## config.mk

```make
export PLATFORM = sky130hd
export DESIGN_NAME = cpu_ctrl_fsm
export DESIGN_NICKNAME = d
export VERILOG_FILES = /design/src/rtl/cpu_pkg.sv /design/src/rtl/cpu_ctrl_fsm_instr_decoder.sv /design/src/rtl/cpu_ctrl_fsm.sv
export SDC_FILE = /design/constraint.sdc
export NUM_CORES = 1
export LEC_CHECK = 0
export ABC_AREA = 1
export BUFFER_PORTS_ARGS = -buffer_cell sky130_fd_sc_hd__buf_4
export CAP_MARGIN = 10
export CELL_PAD_IN_SITES_DETAIL_PLACEMENT = 0
export CELL_PAD_IN_SITES_GLOBAL_PLACEMENT = 2
export CORE_UTILIZATION = 26
export CTS_CLUSTER_DIAMETER = 150
export DETAILED_ROUTE_END_ITERATION = 10
export PLACE_DENSITY_LB_ADDON = 0.1
export SLEW_MARGIN = 40
export SYNTH_ARGS = -nofsm -noshare
export SYNTH_HDL_FRONTEND = slang
export SYNTH_HIERARCHICAL = 1
export SYNTH_SLANG_ARGS = --single-unit
```

## constraint.sdc

```tcl
create_clock -name clk -period 4.35 [get_ports clk]
set_clock_uncertainty 0.05 [all_clocks]
set_input_delay 0.6525 -clock clk [delete_from_list [all_inputs] [get_ports clk]]
set_output_delay 0.6525 -clock clk [all_outputs]
set_load 0.03 [all_outputs]
```

## src/rtl/cpu_pkg.sv

```systemverilog
// Shared types and encodings for the Simple-RISC control stage.
// Optional feature macro: ILLEGAL_TRAP_EN (illegal opcodes halt the FSM).
package cpu_pkg;

  typedef enum logic [2:0] {
    S_WAIT,
    S_DECODE,
    S_GET_A,
    S_GET_B,
    S_ALU,
    S_WRITE_REG,
    S_WRITE_IMM,
    S_HALT
  } state_t;

  typedef enum logic [2:0] {
    I_MOVI,
    I_MOVR,
    I_MVN,
    I_ADD,
    I_CMP,
    I_AND,
    I_ILL
  } iclass_t;

  localparam logic [2:0] OPC_MOV = 3'b110;
  localparam logic [2:0] OPC_ALU = 3'b101;

  localparam logic [1:0] OP_MOVI = 2'b10;
  localparam logic [1:0] OP_MOVR = 2'b00;
  localparam logic [1:0] OP_ADD  = 2'b00;
  localparam logic [1:0] OP_CMP  = 2'b01;
  localparam logic [1:0] OP_AND  = 2'b10;
  localparam logic [1:0] OP_MVN  = 2'b11;

  localparam logic [1:0] VSEL_C     = 2'b00;
  localparam logic [1:0] VSEL_PC    = 2'b01;
  localparam logic [1:0] VSEL_IMM8  = 2'b10;
  localparam logic [1:0] VSEL_MDATA = 2'b11;

  localparam logic [1:0] ALU_ADD = 2'b00;
  localparam logic [1:0] ALU_SUB = 2'b01;
  localparam logic [1:0] ALU_AND = 2'b10;
  localparam logic [1:0] ALU_NOT = 2'b11;

  function automatic iclass_t classify(
    input logic [2:0] opc,
    input logic [1:0] op
  );
    iclass_t c;
    c = I_ILL;
    unique case (1'b1)
      (opc == OPC_MOV && op == OP_MOVI): c = I_MOVI;
      (opc == OPC_MOV && op == OP_MOVR): c = I_MOVR;
      (opc == OPC_ALU && op == OP_MVN):  c = I_MVN;
      (opc == OPC_ALU && op == OP_ADD):  c = I_ADD;
      (opc == OPC_ALU && op == OP_CMP):  c = I_CMP;
      (opc == OPC_ALU && op == OP_AND):  c = I_AND;
      default:                           c = I_ILL;
    endcase
    return c;
  endfunction

endpackage

```

## src/rtl/cpu_ctrl_fsm_instr_decoder.sv

```systemverilog
// Combinational IR field extraction, classification and
// immediate sign extension.
import cpu_pkg::*;

module instr_decoder #(
  parameter int IW = 16,
  parameter int RW = 3
) (
  input  logic [IW-1:0] i_ir,
  output iclass_t       o_cls,
  output logic [1:0]    o_op,
  output logic [RW-1:0] o_rn,
  output logic [RW-1:0] o_rd,
  output logic [1:0]    o_sh,
  output logic [RW-1:0] o_rm,
  output logic [IW-1:0] o_sximm5,
  output logic [IW-1:0] o_sximm8
);

  logic [2:0] w_opc;

  assign w_opc    = i_ir[15:13];
  assign o_op     = i_ir[12:11];
  assign o_rn     = i_ir[10:8];
  assign o_rd     = i_ir[7:5];
  assign o_sh     = i_ir[4:3];
  assign o_rm     = i_ir[2:0];
  assign o_cls    = classify(w_opc, o_op);
  assign o_sximm5 = {{(IW-5){i_ir[4]}}, i_ir[4:0]};
  assign o_sximm8 = {{(IW-8){i_ir[7]}}, i_ir[7:0]};

endmodule

```

## src/rtl/cpu_ctrl_fsm.sv

```systemverilog
// Control stage: IR register plus Moore sequencer for the datapath.
// Optional feature macro: ILLEGAL_TRAP_EN (illegal opcode -> HALT, err=1).
import cpu_pkg::*;

module cpu_ctrl_fsm #(
  parameter int IW = 16,
  parameter int RW = 3
) (
  input  logic          clk,
  input  logic          reset_n,
  input  logic [IW-1:0] in,
  input  logic          load,
  input  logic          s,
  output logic          w,
  output logic [RW-1:0] readnum,
  output logic [RW-1:0] writenum,
  output logic          write,
  output logic [1:0]    vsel,
  output logic          loada,
  output logic          loadb,
  output logic          loadc,
  output logic          loads,
  output logic          asel,
  output logic          bsel,
  output logic [1:0]    shift,
  output logic [1:0]    ALUop,
  output logic [IW-1:0] sximm8,
  output logic [IW-1:0] sximm5,
  output logic          err
);

  state_t        r_state;
  state_t        w_next;
  logic [IW-1:0] r_ir;

  iclass_t       w_cls;
  logic [1:0]    w_op;
  logic [RW-1:0] w_rn;
  logic [RW-1:0] w_rd;
  logic [1:0]    w_sh;
  logic [RW-1:0] w_rm;

  instr_decoder #(
    .IW(IW),
    .RW(RW)
  ) u_dec (
    .i_ir    (r_ir),
    .o_cls   (w_cls),
    .o_op    (w_op),
    .o_rn    (w_rn),
    .o_rd    (w_rd),
    .o_sh    (w_sh),
    .o_rm    (w_rm),
    .o_sximm5(sximm5),
    .o_sximm8(sximm8)
  );

  // IR only changes while idle so an in-flight instruction is stable
  always_ff @(posedge clk) begin
    if (!reset_n) begin
      r_state <= S_WAIT;
      r_ir    <= '0;
    end else begin
      r_state <= w_next;
      if (r_state == S_WAIT && load) begin
        r_ir <= in;
      end
    end
  end

  always_comb begin
    w_next = r_state;
    unique case (r_state)
      S_WAIT: begin
        if (s) w_next = S_DECODE;
      end
      S_DECODE: begin
        unique case (w_cls)
          I_MOVI:        w_next = S_WRITE_IMM;
          I_MOVR, I_MVN: w_next = S_GET_B;
          I_ADD, I_CMP,
          I_AND:         w_next = S_GET_A;
`ifdef ILLEGAL_TRAP_EN
          default:       w_next = S_HALT;
`else
          default:       w_next = S_WAIT;
`endif
        endcase
      end
      S_GET_A:     w_next = S_GET_B;
      S_GET_B:     w_next = S_ALU;
      S_ALU: begin
        if (w_cls == I_CMP) w_next = S_WAIT;
        else                w_next = S_WRITE_REG;
      end
      S_WRITE_REG: w_next = S_WAIT;
      S_WRITE_IMM: w_next = S_WAIT;
`ifdef ILLEGAL_TRAP_EN
      S_HALT:      w_next = S_HALT;
`endif
      default:     w_next = S_WAIT;
    endcase
  end

  always_comb begin
    w        = 1'b0;
    readnum  = '0;
    writenum = '0;
    write    = 1'b0;
    vsel     = VSEL_C;
    loada    = 1'b0;
    loadb    = 1'b0;
    loadc    = 1'b0;
    loads    = 1'b0;
    asel     = 1'b0;
    bsel     = 1'b0;
    shift    = 2'b00;
    ALUop    = ALU_ADD;
    err      = 1'b0;
    unique case (r_state)
      S_WAIT: w = 1'b1;
      S_GET_A: begin
        readnum = w_rn;
        loada   = 1'b1;
      end
      S_GET_B: begin
        readnum = w_rm;
        loadb   = 1'b1;
      end
      S_ALU: begin
        shift = w_sh;
        unique case (w_cls)
          I_MOVR: begin
            asel  = 1'b1;
            ALUop = ALU_ADD;
            loadc = 1'b1;
          end
          I_MVN: begin
            asel  = 1'b1;
            ALUop = ALU_NOT;
            loadc = 1'b1;
          end
          I_CMP: begin
            ALUop = ALU_SUB;
            loads = 1'b1;
          end
          default: begin
            ALUop = w_op;
            loadc = 1'b1;
          end
        endcase
      end
      S_WRITE_REG: begin
        writenum = w_rd;
        vsel     = VSEL_C;
        write    = 1'b1;
      end
      S_WRITE_IMM: begin
        writenum = w_rn;
        vsel     = VSEL_IMM8;
        write    = 1'b1;
      end
`ifdef ILLEGAL_TRAP_EN
      S_HALT: err = 1'b1;
`endif
      default: ;
    endcase
  end

endmodule

```

==> impl_metrics.json <==
{
  "status": "completed",
  "cts_buffer_depth": 2,
  "synthMuxAreaShare_pct": 0,
  "wl_mm": 3.55,
  "antenna_found_initial": 0,
  "root_buffer": "clkbuf_8",
  "htree_levels": 1,
  "synth_area_leaders": "dfxtp_1 (25%), buf_4 (23%), nand2_1 (10%)",
  "place_worst_setup_slack_ns": 2.09,
  "grt.busiest_layer": "met2",
  "ant_nets": 0,
  "synth_top_cell_by_area": "dfxtp_1",
  "cts_hold_buffers": 0,
  "num_antenna_cells": 0,
  "yosysUniqueCellTypes": 23,
  "met3_usage_pct": 1.95,
  "rows": 27,
  "use_met1_pct": 14.4,
  "slew_viol_final": 0,
  "fin_crit_ns": 2.55,
  "io_buffers": 69,
  "ys_seq_elements": 19,
  "synth-simple-area-share_pct": 30.3,
  "min_period_over_period_pct": 58.5,
  "p_total_mw": 0.475,
  "finalSetupTns_ns": 0,
  "grt_pass1_wl_mm": 5.58,
  "vias": 1261,
  "synth-compound-area-share_pct": 11.1,
  "syn_area_um2": 1540,
  "grt_pass1_vias": 1182,
  "ys_async_sr_fraction_pct": 0,
  "fin_cells": 311,
  "cp_data_arrival_time_ns": 1.84,
  "slew_headroom_pct": 54.5,
  "cts-resized-gates": 0,
  "yosysWarnings": 6,
  "end_kind": "output pin",
  "hold_viol_final": 0,
  "track_usage_pct": 11.5,
  "wire_per_inst_um": 11.4,
  "cts_sinks": 19,
  "p_int_mw": 0.304,
  "critical_path_required_ns": 3.65,
  "yosys.area_share.adder_pct": 0,
  "switching_share_pct": 36.1,
  "synth_xor_area_share_pct": 0,
  "initial_core_util_pct": 27.4,
  "clock.fmax_ghz": 0.393,
  "cap_violations": 0,
  "start_kind": "register",
  "synth_top_family_by_area": "buffers and inverters",
  "clk_latency_ns": 0.26,
  "synth.most_common_cell": "buf_4",
  "overflow": 0,
  "hpwl_mm": 2.71,
  "p_per_area_nw_per_um2": 266,
  "synthCells": 217,
  "pwr-share-clk_pct": 26.5,
  "switchingPower_mw": 0.172,
  "fillCellCount": 638,
  "cts_tree": "done",
  "ys_seq_area_share_pct": 24.7,
  "path_max_fanout": 5,
  "core_um2": 5610,
  "drtPass1Iterations": 4,
  "fin_area_um2": 1780,
  "peakVddDrop_uv": 84.5,
  "rsz0062_at_grt": "no",
  "synth_edf_count": 0,
  "syn_area_per_cell_um2": 7.09,
  "setup-violations-final": 0,
  "ios": 73,
  "clk_pin_slew_ns": 0.08,
  "synth_top_area_share_pct": 24.7,
  "worstSetupPathType": "register to output pin",
  "placed_cell_area_um2": 1740,
  "p_leak_nw": 0.855,
  "synthFlopType": "dfxtp_1",
  "dieWidth_um": 78.9,
  "vias_per_cell": 4.05,
  "drive_gt1_share_pct": 41.0,
  "gp_congestion": 0.668,
  "syn_to_final_growth_pct": 16.0,
  "drc": 0,
  "numCtsBuffers": 3,
  "synth_commonest_cells": "buf_4 (48), nand2_1 (43), inv_1 (23)",
  "seqPwrFrac_pct": 41.9,
  "min-delay-path-class": "register to register",
  "p_comb_share_pct": 31.6,
  "cts_setup_buffers": 0,
  "worst_pin_slew_ns": 0.678,
  "met2_usage_pct": 19.5,
  "grt_max_degree": 20,
  "fp.dieH_um": 78.9,
  "fin_nets": 260,
  "setup_slack_ns": 1.80,
  "drtIter0Drc": 20,
  "design.die.area_um2": 6230,
  "dp_cells": 307
}
[sequential cells by signal, summed over array words and instances (netlist names)]
register	flops
r_ir	16
r_state	3
[area by class of cell]
type | count | area (um^2) | area share [%]
clock buffers | 3 | 41.3 | 2.31
multi-input cells | 120 | 648 | 36.3
clock inverters | 1 | 5.00 | 0.281
repair buffers | 69 | 518 | 29.0
well taps | 72 | 90.1 | 5.05
inverters | 27 | 101 | 5.68
flip-flops and latches | 19 | 380 | 21.3
[power by group through the flow]
stage	logic, mW	clock network (mW)	registers, mW
after floorplan	0.144	0	0.199
after global placement	0.154	0	0.203
after detailed placement	0.152	0	0.203
after CTS	0.153	0.134	0.199
after global routing	0.161	0.142	0.202
final	0.150	0.126	0.199
[layout by cell type (no fill, tap or decap)]
cell,instances
nor2_8,1
buf_4,69
clkinv_2,1
nand3_1,18
nand2_8,1
clkinv_1,1
inv_2,3
o21ai_0,4
conb_1,3
nand2_4,1
a21oi_2,10
nand2_1,43
nor2_1,15
o22ai_1,3
nor3_1,2
inv_1,23
clkbuf_8,3
nand4_1,1
nand3_2,9
dfxtp_1,19
a21oi_1,9
[final timing paths]
check                               from    endpoint  slack (ns)  cells past startpoint
worst max-delay path            r_ir[11]    ALUop[1]        1.80                     12
worst min-delay path            r_ir[10]    r_ir[10]        0.42                      2
worst max register to register  r_ir[11]  r_state[0]        2.81                     11
worst min register to register  r_ir[10]    r_ir[10]        0.42                      2
[per-stage QoR]
step                util [%]  hold slack (ns)
floorplan                  -            0.390
global placement        31.0            0.404
detailed placement      31.0            0.406
CTS                     31.8            0.417
global route            31.8            0.455
finish                  31.8            0.418
[worst max-delay path, cell delays in order, from the launching register on]
cell and delay [ns]:
dfxtp_1 0.36, inv_1 0.12, nand2_1 0.06, nand2_1 0.07, nor2_1 0.04, nor2_1 0.22
nor2_1 0.07, nand2_1 0.15, nand3_1 0.11, nand2_1 0.07, nand2_1 0.05, nor2_1 0.09
buf_4 0.17
[kinds of logic after synthesis]
family,Yosys count
flops,19
buf+inv,80
simple gates,91
compound gates,26
other cells,1
[metal layers]
metal	part of all wire, %	up-vias
met5	0	-
met4	2.3	0
met3	3.4	7
met2	48	30
met1	46	547
li1	-	677
(Power assumes the default switching activity.)
